$ cat src/rtl/custom_axi_ip_regs.sv
// AXI4-Lite register block in front of custom_axi_ip: drives the core's input
// data and start pulse, captures its result and status for software polling.
module custom_axi_ip_regs #(
  parameter int unsigned ADDR_WIDTH = 4,
  parameter int unsigned DATA_WIDTH = 32
) (
  input  logic                    clk_i,
  input  logic                    rst_i,
  // AXI4-Lite write address
  input  logic [ADDR_WIDTH-1:0]   s_axi_awaddr,
  input  logic                    s_axi_awvalid,
  output logic                    s_axi_awready,
  // AXI4-Lite write data
  input  logic [DATA_WIDTH-1:0]   s_axi_wdata,
  input  logic [DATA_WIDTH/8-1:0] s_axi_wstrb,
  input  logic                    s_axi_wvalid,
  output logic                    s_axi_wready,
  // AXI4-Lite write response
  output logic [1:0]              s_axi_bresp,
  output logic                    s_axi_bvalid,
  input  logic                    s_axi_bready,
  // AXI4-Lite read address
  input  logic [ADDR_WIDTH-1:0]   s_axi_araddr,
  input  logic                    s_axi_arvalid,
  output logic                    s_axi_arready,
  // AXI4-Lite read data
  output logic [DATA_WIDTH-1:0]   s_axi_rdata,
  output logic [1:0]              s_axi_rresp,
  output logic                    s_axi_rvalid,
  input  logic                    s_axi_rready,
  // Core side
  output logic [DATA_WIDTH-1:0]   ipreg_data_o,
  output logic                    enable_o,
  input  logic [DATA_WIDTH-1:0]   ipreg_data_i,
  input  logic                    hw_wen_i,
  input  logic [1:0]              status_i
);

  localparam int unsigned StrbWidth = DATA_WIDTH / 8;

  localparam logic [1:0] RespOkay   = 2'b00;
  localparam logic [1:0] RespSlvErr = 2'b10;

  localparam logic [1:0] AddrCtrl    = 2'd0;
  localparam logic [1:0] AddrDataIn  = 2'd1;
  localparam logic [1:0] AddrDataOut = 2'd2;
  localparam logic [1:0] AddrStatus  = 2'd3;

  localparam logic [1:0] StatusIdle = 2'd0;

  // Write holding buffers
  logic                  aw_full_q;
  logic [1:0]            aw_addr_q;
  logic                  w_full_q;
  logic [DATA_WIDTH-1:0] w_data_q;
  logic [StrbWidth-1:0]  w_strb_q;

  // Response channels
  logic                  bvalid_q;
  logic [1:0]            bresp_q;
  logic                  rvalid_q;
  logic [DATA_WIDTH-1:0] rdata_q;
  logic [1:0]            rresp_q;

  // Register state
  logic [DATA_WIDTH-1:0] data_in_q;
  logic [DATA_WIDTH-1:0] data_in_d;
  logic [DATA_WIDTH-1:0] data_out_q;
  logic                  done_q;
  logic                  drop_q;
  logic                  enable_q;

  logic                  aw_hs;
  logic                  w_hs;
  logic                  ar_hs;
  logic                  commit;
  logic                  start_req;
  logic                  start_ok;
  logic                  start_drop;
  logic                  done_clr;
  logic                  drop_clr;
  logic [DATA_WIDTH-1:0] rd_mux;

  // Low address bits are ignored and high bits alias by design.
  logic unused_addr_bits;
  assign unused_addr_bits = ^{s_axi_awaddr, s_axi_araddr};

  assign s_axi_awready = !aw_full_q && !rst_i;
  assign s_axi_wready  = !w_full_q && !rst_i;
  assign s_axi_arready = !rvalid_q && !rst_i;
  assign s_axi_bvalid  = bvalid_q;
  assign s_axi_bresp   = bresp_q;
  assign s_axi_rvalid  = rvalid_q;
  assign s_axi_rdata   = rdata_q;
  assign s_axi_rresp   = rresp_q;
  assign ipreg_data_o  = data_in_q;
  assign enable_o      = enable_q;

  assign aw_hs = s_axi_awvalid && s_axi_awready;
  assign w_hs  = s_axi_wvalid && s_axi_wready;
  assign ar_hs = s_axi_arvalid && s_axi_arready;

  // Commit decode and byte-strobed DATA_IN next value
  always_comb begin
    commit     = aw_full_q && w_full_q && !bvalid_q;
    start_req  = commit && (aw_addr_q == AddrCtrl) && w_strb_q[0] && w_data_q[0];
    start_ok   = start_req && (status_i == StatusIdle);
    start_drop = start_req && (status_i != StatusIdle);
    done_clr   = commit && (aw_addr_q == AddrStatus) && w_data_q[8];
    drop_clr   = commit && (aw_addr_q == AddrStatus) && w_data_q[9];
    data_in_d  = data_in_q;
    for (int i = 0; i < StrbWidth; i++) begin
      if (w_strb_q[i]) begin
        data_in_d[8*i +: 8] = w_data_q[8*i +: 8];
      end
    end
  end

  // Read data selection from current register state
  always_comb begin
    rd_mux = '0;
    unique case (s_axi_araddr[3:2])
      AddrCtrl:    rd_mux = '0;
      AddrDataIn:  rd_mux = data_in_q;
      AddrDataOut: rd_mux = data_out_q;
      AddrStatus:  rd_mux = {{(DATA_WIDTH-10){1'b0}}, drop_q, done_q, 6'b0, status_i};
      default:     rd_mux = '0;
    endcase
  end

  // AW holding buffer; cleared on commit
  always_ff @(posedge clk_i) begin
    if (rst_i) begin
      aw_full_q <= 1'b0;
      aw_addr_q <= '0;
    end else if (commit) begin
      aw_full_q <= 1'b0;
    end else if (aw_hs) begin
      aw_full_q <= 1'b1;
      aw_addr_q <= s_axi_awaddr[3:2];
    end
  end

  // W holding buffer; cleared on commit
  always_ff @(posedge clk_i) begin
    if (rst_i) begin
      w_full_q <= 1'b0;
      w_data_q <= '0;
      w_strb_q <= '0;
    end else if (commit) begin
      w_full_q <= 1'b0;
    end else if (w_hs) begin
      w_full_q <= 1'b1;
      w_data_q <= s_axi_wdata;
      w_strb_q <= s_axi_wstrb;
    end
  end

  // Write response: raised on commit, held until bready
  always_ff @(posedge clk_i) begin
    if (rst_i) begin
      bvalid_q <= 1'b0;
      bresp_q  <= RespOkay;
    end else if (commit) begin
      bvalid_q <= 1'b1;
      bresp_q  <= (aw_addr_q == AddrDataOut) ? RespSlvErr : RespOkay;
    end else if (bvalid_q && s_axi_bready) begin
      bvalid_q <= 1'b0;
    end
  end

  // Read response: sampled on AR handshake, held until rready
  always_ff @(posedge clk_i) begin
    if (rst_i) begin
      rvalid_q <= 1'b0;
      rdata_q  <= '0;
      rresp_q  <= RespOkay;
    end else if (ar_hs) begin
      rvalid_q <= 1'b1;
      rdata_q  <= rd_mux;
      rresp_q  <= RespOkay;
    end else if (rvalid_q && s_axi_rready) begin
      rvalid_q <= 1'b0;
    end
  end

  // DATA_IN register
  always_ff @(posedge clk_i) begin
    if (rst_i) begin
      data_in_q <= '0;
    end else if (commit && (aw_addr_q == AddrDataIn)) begin
      data_in_q <= data_in_d;
    end
  end

  // Core result capture and sticky flags; a hardware set beats a W1C
  always_ff @(posedge clk_i) begin
    if (rst_i) begin
      data_out_q <= '0;
      done_q     <= 1'b0;
      drop_q     <= 1'b0;
    end else begin
      if (hw_wen_i) begin
        data_out_q <= ipreg_data_i;
      end
      if (hw_wen_i) begin
        done_q <= 1'b1;
      end else if (done_clr) begin
        done_q <= 1'b0;
      end
      if (start_drop) begin
        drop_q <= 1'b1;
      end else if (drop_clr) begin
        drop_q <= 1'b0;
      end
    end
  end

  // One-cycle start pulse, only when the core is idle at commit
  always_ff @(posedge clk_i) begin
    if (rst_i) begin
      enable_q <= 1'b0;
    end else begin
      enable_q <= start_ok;
    end
  end

endmodule

$ cat config.mk
export PLATFORM = sky130hd
export DESIGN_NAME = custom_axi_ip_regs
export DESIGN_NICKNAME = d
export VERILOG_FILES = /design/src/rtl/custom_axi_ip_regs.sv
export SDC_FILE = /design/constraint.sdc
export NUM_CORES = 1
export LEC_CHECK = 0
export BUFFER_PORTS_ARGS = -buffer_cell sky130_fd_sc_hd__buf_2
export CORE_ASPECT_RATIO = 1.5
export CORE_UTILIZATION = 35
export CTS_CLUSTER_SIZE = 16
export DETAILED_ROUTE_END_ITERATION = 16
export PLACE_DENSITY = 0.56
export SYNTH_ARGS = -nofsm -noshare
export SYNTH_HDL_FRONTEND = slang
export SYNTH_SLANG_ARGS = --single-unit
$ cat constraint.sdc
create_clock -name clk_i -period 3.4 [get_ports clk_i]
set_clock_uncertainty 0.2 [all_clocks]
set_input_delay 0 -clock clk_i [delete_from_list [all_inputs] [get_ports clk_i]]
set_output_delay 0 -clock clk_i [all_outputs]
set_load 0.03 [all_outputs]
==> reports/qor.csv, run 1 <==
stage,metric,value,unit
run,max-cap violations,0,
clock_tree,Clock Sink Count,142,
power_and_ir_drop,Psw,996,uW
synthesis,Synth area leader,dfxtp_1,
setup_path,R2R depth,6,
clock_tree,"Clk Latency, worst-skew pair",410,ps
setup_path,"Req. time, crit path",3550,ps
routing,Via Count,4971,
global_routing,initial antenna violation count,0,
floorplanning,Die X,104,microns
power_and_ir_drop,Power Internal,3.04,mW
clock_tree,CTS tree,yes,
clock_tree,Max clock buf depth,2,
synthesis,Mapped Area,5490,sq um
hold_path,Hold Path Origin,s_axi_araddr[2],
power_and_ir_drop,Cell Pwr Density,507,nW/um^2
power_and_ir_drop,sequential share of power,44.7,%
final_layout,# diodes,0,
setup_path,Stages on worst setup path,8,
sta,Final Hold Vio Count,0,
placed_design,global placer's final weighted congestion,0.760,
global_routing,first-pass GRT wire length,24.7,mm
synthesis,Post-Synthesis Cells,582,
power_and_ir_drop,clock group share of total power,43.1,%
setup_path,end of the worst register-to-register path,s_axi_rdata[0],
final_layout,share of cells above drive strength 1,24.2,%
final_layout,"commonest cells after routing, fill and taps aside","151 x buf_2, 142 x dfxtp_1, 104 x dlygate4sd3_1, 72 x nor2_1, 64 x nand2b_1",
routing,Avg WL per Cell,15.0,microns
sta,Slew Limit Fails,0,
final_layout,fin area,7950,sq um
synthesis,Yosys reg bits,142,
clock_tree,H-tree depth,4,
setup_path,Setup crit end,s_axi_rdata[0],
floorplanning,I/O pin count,160,
sta,final hold slack,17.8,ps
clock_tree,TritonCTS Buffers,17,
synthesis,sequential share of the synthesized area,51.8,%
setup_path,worst reg2reg setup slack,760,ps
synthesis,number of synthesized flops with an enable pin,0,
floorplanning,cell row count,55,
final_layout,Final nets,902,
final_layout,register area,2840,sq um
synthesis,top_reg_cell synth,dfxtp_1,
floorplanning,Core Box Area,15200,sq um
floorplanning,Chip Height,155,microns
setup_path,Setup CP Type,in -> reg,
power_and_ir_drop,Lkg Pwr,3.42,nW
synthesis,Cell variety after synth,26,
placed_design,Placed Area,6350,sq um
final_layout,area of the multi-input gates,2430,sq um
routing,detailed-route DRC error count,0,
sta,worst setup margin,617,ps
clock_tree,CTS Root Buffer Type,clkbuf_16,
floorplanning,die area,16200,sq um
clock_tree,# resized after CTS,0,
synthesis,ranking of synthesized cells by area,"dfxtp_1 52%, mux2i_1 11%, nand2b_1 7.3%, a221oi_1 5.1%, nor2_1 4.9%",
synthesis,Post-synth ARST share,0,%
floorplanning,Starting Density,36.1,%
clock_tree,clock-pin transition on the worst setup and hold timing paths,60,ps
sta,setup TNS after final layout,0,ps
synthesis,Syn. warnings,0,
synthesis,Synth top area share,51.8,%
status,status,finished clean,
routing,ANT nets after route,0,
setup_path,Buf/Inv on CP,5,
sta,# setup viols final,0,
routing,final WL,15.4,mm
placed_design,dpl ws,1280,ps
setup_path,crit end category,register,
routing,Pre-Repair DR Iteration Count,6,
sta,Period minus WS final,2780,ps
setup_path,critical path startpoint category,input port,
power_and_ir_drop,combinational power share,12.3,%
setup_path,"CP delay by family, top",buffers and inverters,
setup_path,worst path cell trace,dlygate4sd3_1 > buf_2 > and2b_1 > buf_4 > a221oi_1 > dlygate4sd3_1 > nor3_1 > dlygate4sd3_1,
synthesis,syn_area_per_cell,9.42,sq um
hold_path,worst hold-check path type,in -> reg,
final_layout,Synth-to-Final Area Change,44.9,%
placed_design,hpwl dp,9.61,mm
sta,Worst-Margin Slew,1160,ps
setup_path,R2R Path Start,s_axi_rvalid,
routing,Vias per Instance,4.85,
global_routing,GRT Total Usage,19.5,%
power_and_ir_drop,Peak VDD IR,0.264,mV
global_routing,largest net degree at the start of global routing,79,
setup_path,crit path DAT,2930,ps
sta,fin crit share,81.9,%
setup_path,CP dominant cell by count,dlygate4sd3_1,
placed_design,port bufs,152,
setup_path,CP max FO,26,
setup_path,crit path max-delay cell type,dlygate4sd3_1,
setup_path,Critical Path Max Stage Delay,590,ps
sta,Max-slew headroom,22.7,%
sta,RSZ-0062 raised after global routing,no,
final_layout,# fillers,1398,
global_routing,vias in the first global route,4986,
global_routing,GRT overflow,0,
final_layout,"most common cell after layout, fill and taps aside",buf_2,
setup_path,CP startpoint,s_axi_araddr[3],
power_and_ir_drop,Sw Ratio,24.7,%
routing,DR iter-0 viols,204,
sta,FMAX,359,MHz
[how the worst min path moves through the flow]
stage	to	slack (ps)	cells past startpoint
final	s_axi_rdata[8]	20	4
after CTS	s_axi_rdata[8]	5	4
after global routing	s_axi_rdata[9]	50	4
after global placement	w_data_q[8]	-3	3
after floorplan	enable_o	-120	1
after detailed placement	w_data_q[9]	1	3
[registers in the layout, indices dropped and copies added (netlist names)]
register      cells
data_out_q       32
ipreg_data_o     32
s_axi_rdata      32
w_data_q         32
w_strb_q          4
aw_addr_q         2
aw_full_q         1
done_q            1
drop_q            1
enable_o          1
s_axi_bresp       1
s_axi_bvalid      1
s_axi_rvalid      1
w_full_q          1
[what timing repair did]
item / CTS / global route
hold buffers: 104 / 0
setup buffers: 0 / 0
endpoints found under the hold margin: 115 / 0
[worst min-delay path, delay by kind of cell]
kind                   cells  cell delay (ps)
and+or+nand+nor            1              160
AOI/OAI and AO/OA          1               70
muxes                      1              180
buffers and inverters      1              170
[kinds of logic (layout without fill, tap and decap cells)]
| kind of cell | after synthesis | after routing | synth area share [%] |
|---|---|---|---|
| AO/OA/AOI/OAI | 91 | 91 | 10.5 |
| other | 1 | 3 | 0.0684 |
| multiplexers | 62 | 62 | 11.4 |
| buffers and inverters | 52 | 295 | 4.36 |
| flip-flops | 142 | 142 | 51.8 |
| AND/OR/NAND/NOR | 234 | 234 | 21.9 |
[cell usage after synthesis, drive strengths merged (2+ instances only)]
library cell and number:
a21oi 12, a221oi 32, buf 31, clkbuf 20, dfxtp 142, mux2 4
mux2i 58, nand2 37, nand2b 64, nand3 3, nand3b 2, nand4b 9
nor2 72, nor2b 4, nor3 35, nor3b 4, o21ai 47
[metrics by stage]
stage / utilization, % / power [mW] / instances
final: 52.3 / 4.03 / 1026
after global routing: 52.3 / 4.21 / 1026
after CTS: 52.3 / 4.07 / 1026
after detailed placement: 41.8 / 2.23 / 892
after global placement: 41.8 / 2.22 / 892
after floorplan: - / 2.10 / 584
[cell type report]
type	instances	share of cell area (%)
sequential	142	35.8
multi-input combinational	390	30.6
timing repair buffer	264	23.5
clock buffer	20	5.87
tap	199	3.13
clock inverter	10	1.13
inverter	1	0.0472
[metal layers]
| metal | GRT usage, % | vias to the layer above | wire [microns] |
|---|---|---|---|
| li1 | - | 2469 | - |
| met1 | 21.9 | 2330 | 6560 |
| met2 | 34.4 | 141 | 7850 |
| met3 | 5.07 | 31 | 583 |
| met4 | 8.98 | 0 | 381 |
| met5 | 0 | - | 0 |
[power by group through the flow]
stage          Combinational, mW  Sequential (mW)  Clock, mW
2_1_floorplan              0.215             1.88          0
3_3_place_gp               0.390             1.83          0
3_5_place_dp               0.397             1.84          0
4_1_cts                    0.495             1.80       1.78
5_1_grt                    0.538             1.81       1.86
6_report                   0.494             1.80       1.74
(Power assumes the default switching activity.)
==> run 2: changes to the inputs <==
Settings changed: ABC_AREA set to 1, PLACE_DENSITY 0.56 to 0.58.
Clock period 3.4 ns to 2.4 ns, I/O delays scaled along.
==> reports/qor.csv, run 2 <==
stage,metric,value,unit,change
final_layout,Final nets,1037,,was 902
synthesis,number of synthesized flops with an enable pin,0,,unchanged
final_layout,area of the multi-input gates,2270,sq um,was 2430 sq um
setup_path,critical path startpoint category,input port,,unchanged
setup_path,worst path cell trace,dlygate4sd3_1 > buf_2 > nor3_2 > nand2_1 > dlygate4sd3_1 > o31ai_1 > dlygate4sd3_1,,was dlygate4sd3_1 > buf_2 > and2b_1 > buf_4 > a221oi_1 > dlygate4sd3_1 > nor3_1 > dlygate4sd3_1
floorplanning,I/O pin count,160,,unchanged
setup_path,crit end category,register,,unchanged
sta,Final Hold Vio Count,0,,unchanged
routing,final WL,16.2,mm,was 15.4 mm
final_layout,"most common cell after layout, fill and taps aside",buf_2,,unchanged
routing,DR iter-0 viols,290,,was 204
final_layout,Finished Core Util,52.8,%,was 52.3%
sta,Period minus WS final,2230,ps,
global_routing,GRT Total Usage,20.7,%,was 19.5%
routing,ANT nets after route,0,,unchanged
synthesis,Syn. warnings,0,,unchanged
sta,FMAX,449,MHz,
synthesis,Synth top cells by count,"148 x nand2_1, 142 x dfxtp_1, 110 x a21oi_1",,"was 142 x dfxtp_1, 72 x nor2_1, 64 x nand2b_1"
synthesis,Synth top area share,51.9,%,was 51.8%
setup_path,crit path DAT,2380,ps,was 2930 ps
synthesis,top-count cell post-synth,nand2_1,,was dfxtp_1
clock_tree,clock-pin transition on the worst setup and hold timing paths,60,ps,about the same
floorplanning,cell row count,55,,unchanged
clock_tree,CTS tree,yes,,unchanged
power_and_ir_drop,Pwr Total,5.83,mW,was 4.03 mW
clock_tree,TritonCTS Buffers,17,,unchanged
floorplanning,Chip Height,155,microns,about the same
placed_design,port bufs,152,,unchanged
global_routing,GRT overflow,0,,unchanged
global_routing,initial antenna violation count,0,,unchanged
clock_tree,H-tree depth,4,,unchanged
synthesis,Simple-Gate Fraction of Synth Area,24.0,%,was 21.9%
synthesis,Post-Synthesis Cells,707,,was 582
power_and_ir_drop,Lkg Pwr,3.50,nW,was 3.42 nW
floorplanning,die area,16200,sq um,about the same
setup_path,CP max FO,13,,was 26
clock_tree,CTS Root Buffer Type,clkbuf_16,,unchanged
power_and_ir_drop,Cell Pwr Density,726,nW/um^2,was 507 nW/um^2
sta,fin crit share,92.9,%,
sta,RSZ-0062 raised after global routing,no,,unchanged
setup_path,"Req. time, crit path",2560,ps,was 3550 ps
synthesis,sequential share of the synthesized area,51.9,%,was 51.8%
clock_tree,"Clk Latency, worst-skew pair",410,ps,about the same
synthesis,Synth area leader,dfxtp_1,,unchanged
synthesis,Mapped Area,5480,sq um,was 5490 sq um
routing,Avg WL per Cell,13.9,microns,was 15.0 microns
placed_design,dpl ws,551,ps,was 1280 ps
clock_tree,Max clock buf depth,2,,unchanged
final_layout,Synth-to-Final Area Change,46.4,%,was 44.9%
synthesis,compound-gate portion of the synthesized area,17.2,%,was 10.5%
synthesis,syn_area_per_cell,7.75,sq um,was 9.42 sq um
power_and_ir_drop,Peak VDD IR,0.402,mV,was 0.264 mV
synthesis,Cell variety after synth,25,,was 26
sta,# setup viols final,0,,unchanged
placed_design,global placer's final weighted congestion,0.835,,was 0.760
floorplanning,Starting Density,36.0,%,was 36.1%
final_layout,# diodes,0,,unchanged
routing,Via Count,5542,,was 4971
final_layout,# fillers,1510,,was 1398
clock_tree,Clock Sink Count,142,,unchanged
final_layout,"commonest cells after routing, fill and taps aside","152 x buf_2, 148 x nand2_1, 142 x dfxtp_1, 118 x dlygate4sd3_1, 110 x a21oi_1",,"was 151 x buf_2, 142 x dfxtp_1, 104 x dlygate4sd3_1, 72 x nor2_1, 64 x nand2b_1"
synthesis,Post-synth ARST share,0,%,unchanged
floorplanning,Die X,104,microns,about the same
setup_path,Buf/Inv on CP,4,,was 5
setup_path,CP dominant cell by count,dlygate4sd3_1,,unchanged
routing,detailed-route DRC error count,0,,unchanged
synthesis,top_reg_cell synth,dfxtp_1,,unchanged
synthesis,ranking of synthesized cells by area,"dfxtp_1 52%, nand2_1 10%, a21oi_1 10%, nor2_1 6.2%, o21ai_0 5.8%",,"was dfxtp_1 52%, mux2i_1 11%, nand2b_1 7.3%, a221oi_1 5.1%, nor2_1 4.9%"
sta,Worst-Margin Slew,880,ps,was 1160 ps
synthesis,post-synthesis xor/xnor area fraction,0,%,unchanged
synthesis,Yosys reg bits,142,,unchanged
routing,Vias per Instance,4.77,,was 4.85
status,status,finished clean,,unchanged
global_routing,largest net degree at the start of global routing,96,,was 79
synthesis,adder-cell share of the synthesized area,0,%,unchanged
sta,Slew Limit Fails,0,,unchanged
run,max-cap violations,0,,unchanged
global_routing,first-pass GRT wire length,26.4,mm,was 24.7 mm
sta,worst setup margin,172,ps,was 617 ps
final_layout,share of cells above drive strength 1,21.1,%,was 24.2%
final_layout,register area,2840,sq um,unchanged
routing,Pre-Repair DR Iteration Count,5,,was 6
hold_path,worst hold-check path type,in -> reg,,unchanged
sta,Max-slew headroom,41.0,%,was 22.7%
setup_path,crit path max-delay cell type,dlygate4sd3_1,,unchanged
synthesis,post-synthesis mux area share,0,%,was 11.4%
setup_path,"CP delay by family, top",buffers and inverters,,unchanged
sta,setup TNS after final layout,0,ps,unchanged
placed_design,hpwl dp,10.4,mm,was 9.61 mm
setup_path,Setup CP Type,in -> reg,,unchanged
global_routing,vias in the first global route,5345,,was 4986
synthesis,largest family of logic cells by synthesized area,simple AND/OR/NAND/NOR gates,,unchanged
setup_path,Critical Path Max Stage Delay,570,ps,was 590 ps
floorplanning,Core Box Area,15200,sq um,unchanged
sta,final hold slack,12.6,ps,was 17.8 ps
[run 2: cell count changes in the layout (fill, tap and decap cells not counted), sizes merged, moves of 22 or more]
cell / before / now
a21oi: 12 / 110
nand3: 3 / 25
mux2i: 58 / 0
a221oi: 32 / 0
nand2b: 64 / 0
nor3: 35 / 3
nor2: 72 / 94
nand4: 0 / 31
nand2: 37 / 150
[run 2: layout make-up]
type / count / area share (%)
clock inverters: 9 / 1.08
repair buffers: 278 / 25.1
clock buffers: 23 / 5.96
well taps: 199 / 3.10
multi-input cells: 490 / 28.3
flip-flops and latches: 142 / 35.4
inverters: 22 / 1.03
[run 2: cells by family after synthesis]
logic type	after synthesis
flops	142
simple gates	304
buf+inv	77
other cells	1
compound gates	183
[run 2: stage by stage]
stage | instances | instance area [sq um]
2_1_floorplan | 709 | 5490
3_3_place_gp | 1013 | 6270
3_5_place_dp | 1013 | 6270
4_1_cts | 1163 | 8020
5_1_grt | 1163 | 8030
6_report | 1163 | 8030
[run 2: path summary, 6_finish.rpt]
kind | from | to | slack (ps) | cells past startpoint
setup / recovery | rst_i | aw_addr_q[0] | 170 | 7
hold / removal | hw_wen_i | data_out_q[27] | 10 | 3
setup reg to reg | aw_full_q | aw_addr_q[0] | 190 | 5
hold reg to reg | s_axi_rdata[1] | s_axi_rdata[1] | 270 | 2
[run 2: where the power goes]
| part | leakage [nW] | internal (mW) | total [mW] | switching, mW |
|---|---|---|---|---|
| logic | 2.07 | 0.322 | 0.752 | 0.429 |
| registers | 1.17 | 2.50 | 2.59 | 0.0876 |
| clock network | 0.261 | 1.50 | 2.48 | 0.979 |
[run 2: repair_timing]
action / CTS / global route
buffers inserted: 0 / 0
hold buffers: 118 / 0
hold endpoints to repair: 82 / 0
setup endpoints to repair: 0 / 2
resized for setup: 0 / 1
[run 2: layer usage]
| metal | track usage, % | share of wire [%] | up-vias |
|---|---|---|---|
| met5 | 0 | 0 | - |
| met4 | 9.66 | 3.2 | 0 |
| met3 | 3.90 | 4.3 | 32 |
| met2 | 35.7 | 50 | 157 |
| met1 | 24.7 | 43 | 2505 |
| li1 | - | - | 2848 |
[run 2: worst register-to-register path, cell delays in order, from the launching register on]
cell and delay (ps):
dfxtp_1 340, nor3_2 330, nand2_1 90, dlygate4sd3_1 570, o31ai_1 60, dlygate4sd3_1 560
==> run 3: changes to the inputs <==
Settings changed: ABC_AREA 1 to not set.
==> reports/qor.csv, run 3 (synthesized netlist as in run 1, its figures left out) <==
stage,metric,value,unit,change
run,max-cap violations,0,,unchanged
sta,# setup viols final,0,,unchanged
final_layout,Finished Core Util,53.7,%,was 52.8%
setup_path,Setup CP Type,reg -> reg,,was in -> reg
placed_design,hpwl dp,9.81,mm,was 10.4 mm
hold_path,worst hold-check path type,in -> reg,,unchanged
floorplanning,Starting Density,36.1,%,was 36.0%
routing,Via Count,5126,,was 5542
final_layout,"commonest cells after routing, fill and taps aside","151 x buf_2, 142 x dfxtp_1, 117 x dlygate4sd3_1, 72 x nor2_1, 64 x nand2b_1",,"was 152 x buf_2, 148 x nand2_1, 142 x dfxtp_1, 118 x dlygate4sd3_1, 110 x a21oi_1"
sta,Final Hold Vio Count,0,,unchanged
clock_tree,CTS Root Buffer Type,clkbuf_16,,unchanged
clock_tree,Post-CTS Setup Bufs,0,,unchanged
routing,Avg WL per Cell,15.4,microns,was 13.9 microns
floorplanning,Core Box Area,15200,sq um,unchanged
setup_path,CP dominant cell by count,dlygate4sd3_1,,unchanged
routing,Vias per Instance,4.91,,was 4.77
status,status,finished clean,,unchanged
routing,detailed-route DRC error count,0,,unchanged
sta,Slew Limit Fails,0,,unchanged
setup_path,worst path cell trace,nor2b_2 > mux2i_1 > dlygate4sd3_1 > nor2_1 > dlygate4sd3_1,,was dlygate4sd3_1 > buf_2 > nor3_2 > nand2_1 > dlygate4sd3_1 > o31ai_1 > dlygate4sd3_1
global_routing,initial antenna violation count,0,,unchanged
final_layout,Layout Cells excl Fill,1045,,was 1163
power_and_ir_drop,Peak VDD IR,0.383,mV,was 0.402 mV
placed_design,port bufs,152,,unchanged
final_layout,"most common cell after layout, fill and taps aside",buf_2,,unchanged
floorplanning,Chip Height,155,microns,about the same
routing,final WL,16.1,mm,was 16.2 mm
clock_tree,Max clock buf depth,2,,unchanged
final_layout,# fillers,1370,,was 1510
clock_tree,Clock Sink Count,142,,unchanged
setup_path,Critical Path Max Stage Delay,580,ps,was 570 ps
clock_tree,CTS tree,yes,,unchanged
global_routing,largest net degree at the start of global routing,75,,was 96
global_routing,first-pass GRT wire length,25.6,mm,was 26.4 mm
setup_path,crit path DAT,2350,ps,was 2380 ps
global_routing,GRT overflow,0,,unchanged
floorplanning,die area,16200,sq um,about the same
floorplanning,cell row count,55,,unchanged
placed_design,global placer's final weighted congestion,0.766,,was 0.835
final_layout,area of the multi-input gates,2430,sq um,was 2270 sq um
placed_design,dpl ws,729,ps,was 551 ps
sta,FMAX,444,MHz,was 449 MHz
setup_path,crit end category,register,,unchanged
floorplanning,Die X,104,microns,about the same
power_and_ir_drop,Lkg Pwr,3.50,nW,about the same
final_layout,Synth-to-Final Area Change,49.0,%,was 46.4%
setup_path,crit path max-delay cell type,dlygate4sd3_1,,unchanged
power_and_ir_drop,Pwr Total,5.87,mW,was 5.83 mW
hold_path,Min-Delay Path Depth,5,,was 3
clock_tree,TritonCTS Buffers,17,,unchanged
final_layout,Final nets,919,,was 1037
power_and_ir_drop,Cell Pwr Density,718,nW/um^2,was 726 nW/um^2
clock_tree,"Clk Latency, worst-skew pair",410,ps,about the same
sta,worst setup margin,148,ps,was 172 ps
clock_tree,clock-pin transition on the worst setup and hold timing paths,60,ps,about the same
sta,Worst-Margin Slew,719,ps,was 880 ps
final_layout,# diodes,0,,unchanged
sta,RSZ-0062 raised after global routing,no,,unchanged
setup_path,"Req. time, crit path",2500,ps,was 2560 ps
sta,Max-slew headroom,52.0,%,was 41.0%
setup_path,critical path startpoint category,register,,was input port
sta,fin crit share,93.8,%,was 92.9%
clock_tree,H-tree depth,4,,unchanged
routing,DR iter-0 viols,222,,was 290
routing,ANT nets after route,0,,unchanged
global_routing,vias in the first global route,5169,,was 5345
setup_path,R2R depth,5,,unchanged
final_layout,share of cells above drive strength 1,24.1,%,was 21.1%
routing,Pre-Repair DR Iteration Count,4,,was 5
final_layout,register area,2840,sq um,unchanged
floorplanning,I/O pin count,160,,unchanged
setup_path,CP max FO,7,,was 13
global_routing,GRT Total Usage,20.2,%,was 20.7%
sta,setup TNS after final layout,0,ps,unchanged
placed_design,Placed Cells,896,,was 1013
sta,Period minus WS final,2250,ps,was 2230 ps
run 3: timing repair:
action,CTS,global route
hold buffers,117,0
endpoints found under the hold margin,87,0
gates resized for setup,0,1
endpoints found under the setup margin,0,1
run 3: final cells by class:
type	instances	area share, %
Clock buffer	22	5.68
Clock inverter	10	1.39
Inverter	1	0.0459
Multi-Input combinational cell	390	29.8
Sequential cell	142	34.8
Tap cell	199	3.05
Timing Repair Buffer	281	25.2
run 3: worst paths after layout:
| check | to | start | slack [ps] |
|---|---|---|---|
| setup / recovery | aw_addr_q[1] | aw_full_q | 150 |
| hold / removal | s_axi_rdata[23] | s_axi_arvalid | 110 |
| setup reg to reg | aw_addr_q[1] | aw_full_q | 150 |
| hold reg to reg | w_strb_q[2] | w_strb_q[2] | 270 |
run 3: report_power, final:
group          internal (mW)  switching (mW)  total [mW]
combinational          0.358           0.385       0.743
sequential              2.48          0.0706        2.55
clock                   1.58           0.989        2.57
run 3: worst max-delay path, delay by kind of cell, from the launching register on:
kind / cells / cell delay (ps)
muxes: 1 / 190
buffers and inverters: 2 / 1150
DFF: 1 / 370
and+or+nand+nor: 2 / 230
run 3: per-stage QoR:
step | cell area (sq um) | hold WS, ps
after floorplan | 5490 | -123
after CTS | 8170 | 80.8
final | 8170 | 107
after global routing | 8170 | 110
after global placement | 6420 | 1.16
after detailed placement | 6420 | -0.381
run 3: routing by layer:
metal | vias to the layer above | share of wire [%] | global-route usage [%] | routed length [microns]
li1 | 2504 | - | - | -
met1 | 2444 | 41 | 22.0 | 6590
met2 | 154 | 53 | 37.3 | 8520
met3 | 24 | 3.9 | 4.44 | 626
met4 | 0 | 2.1 | 9.12 | 335
met5 | - | 0 | 0 | 0
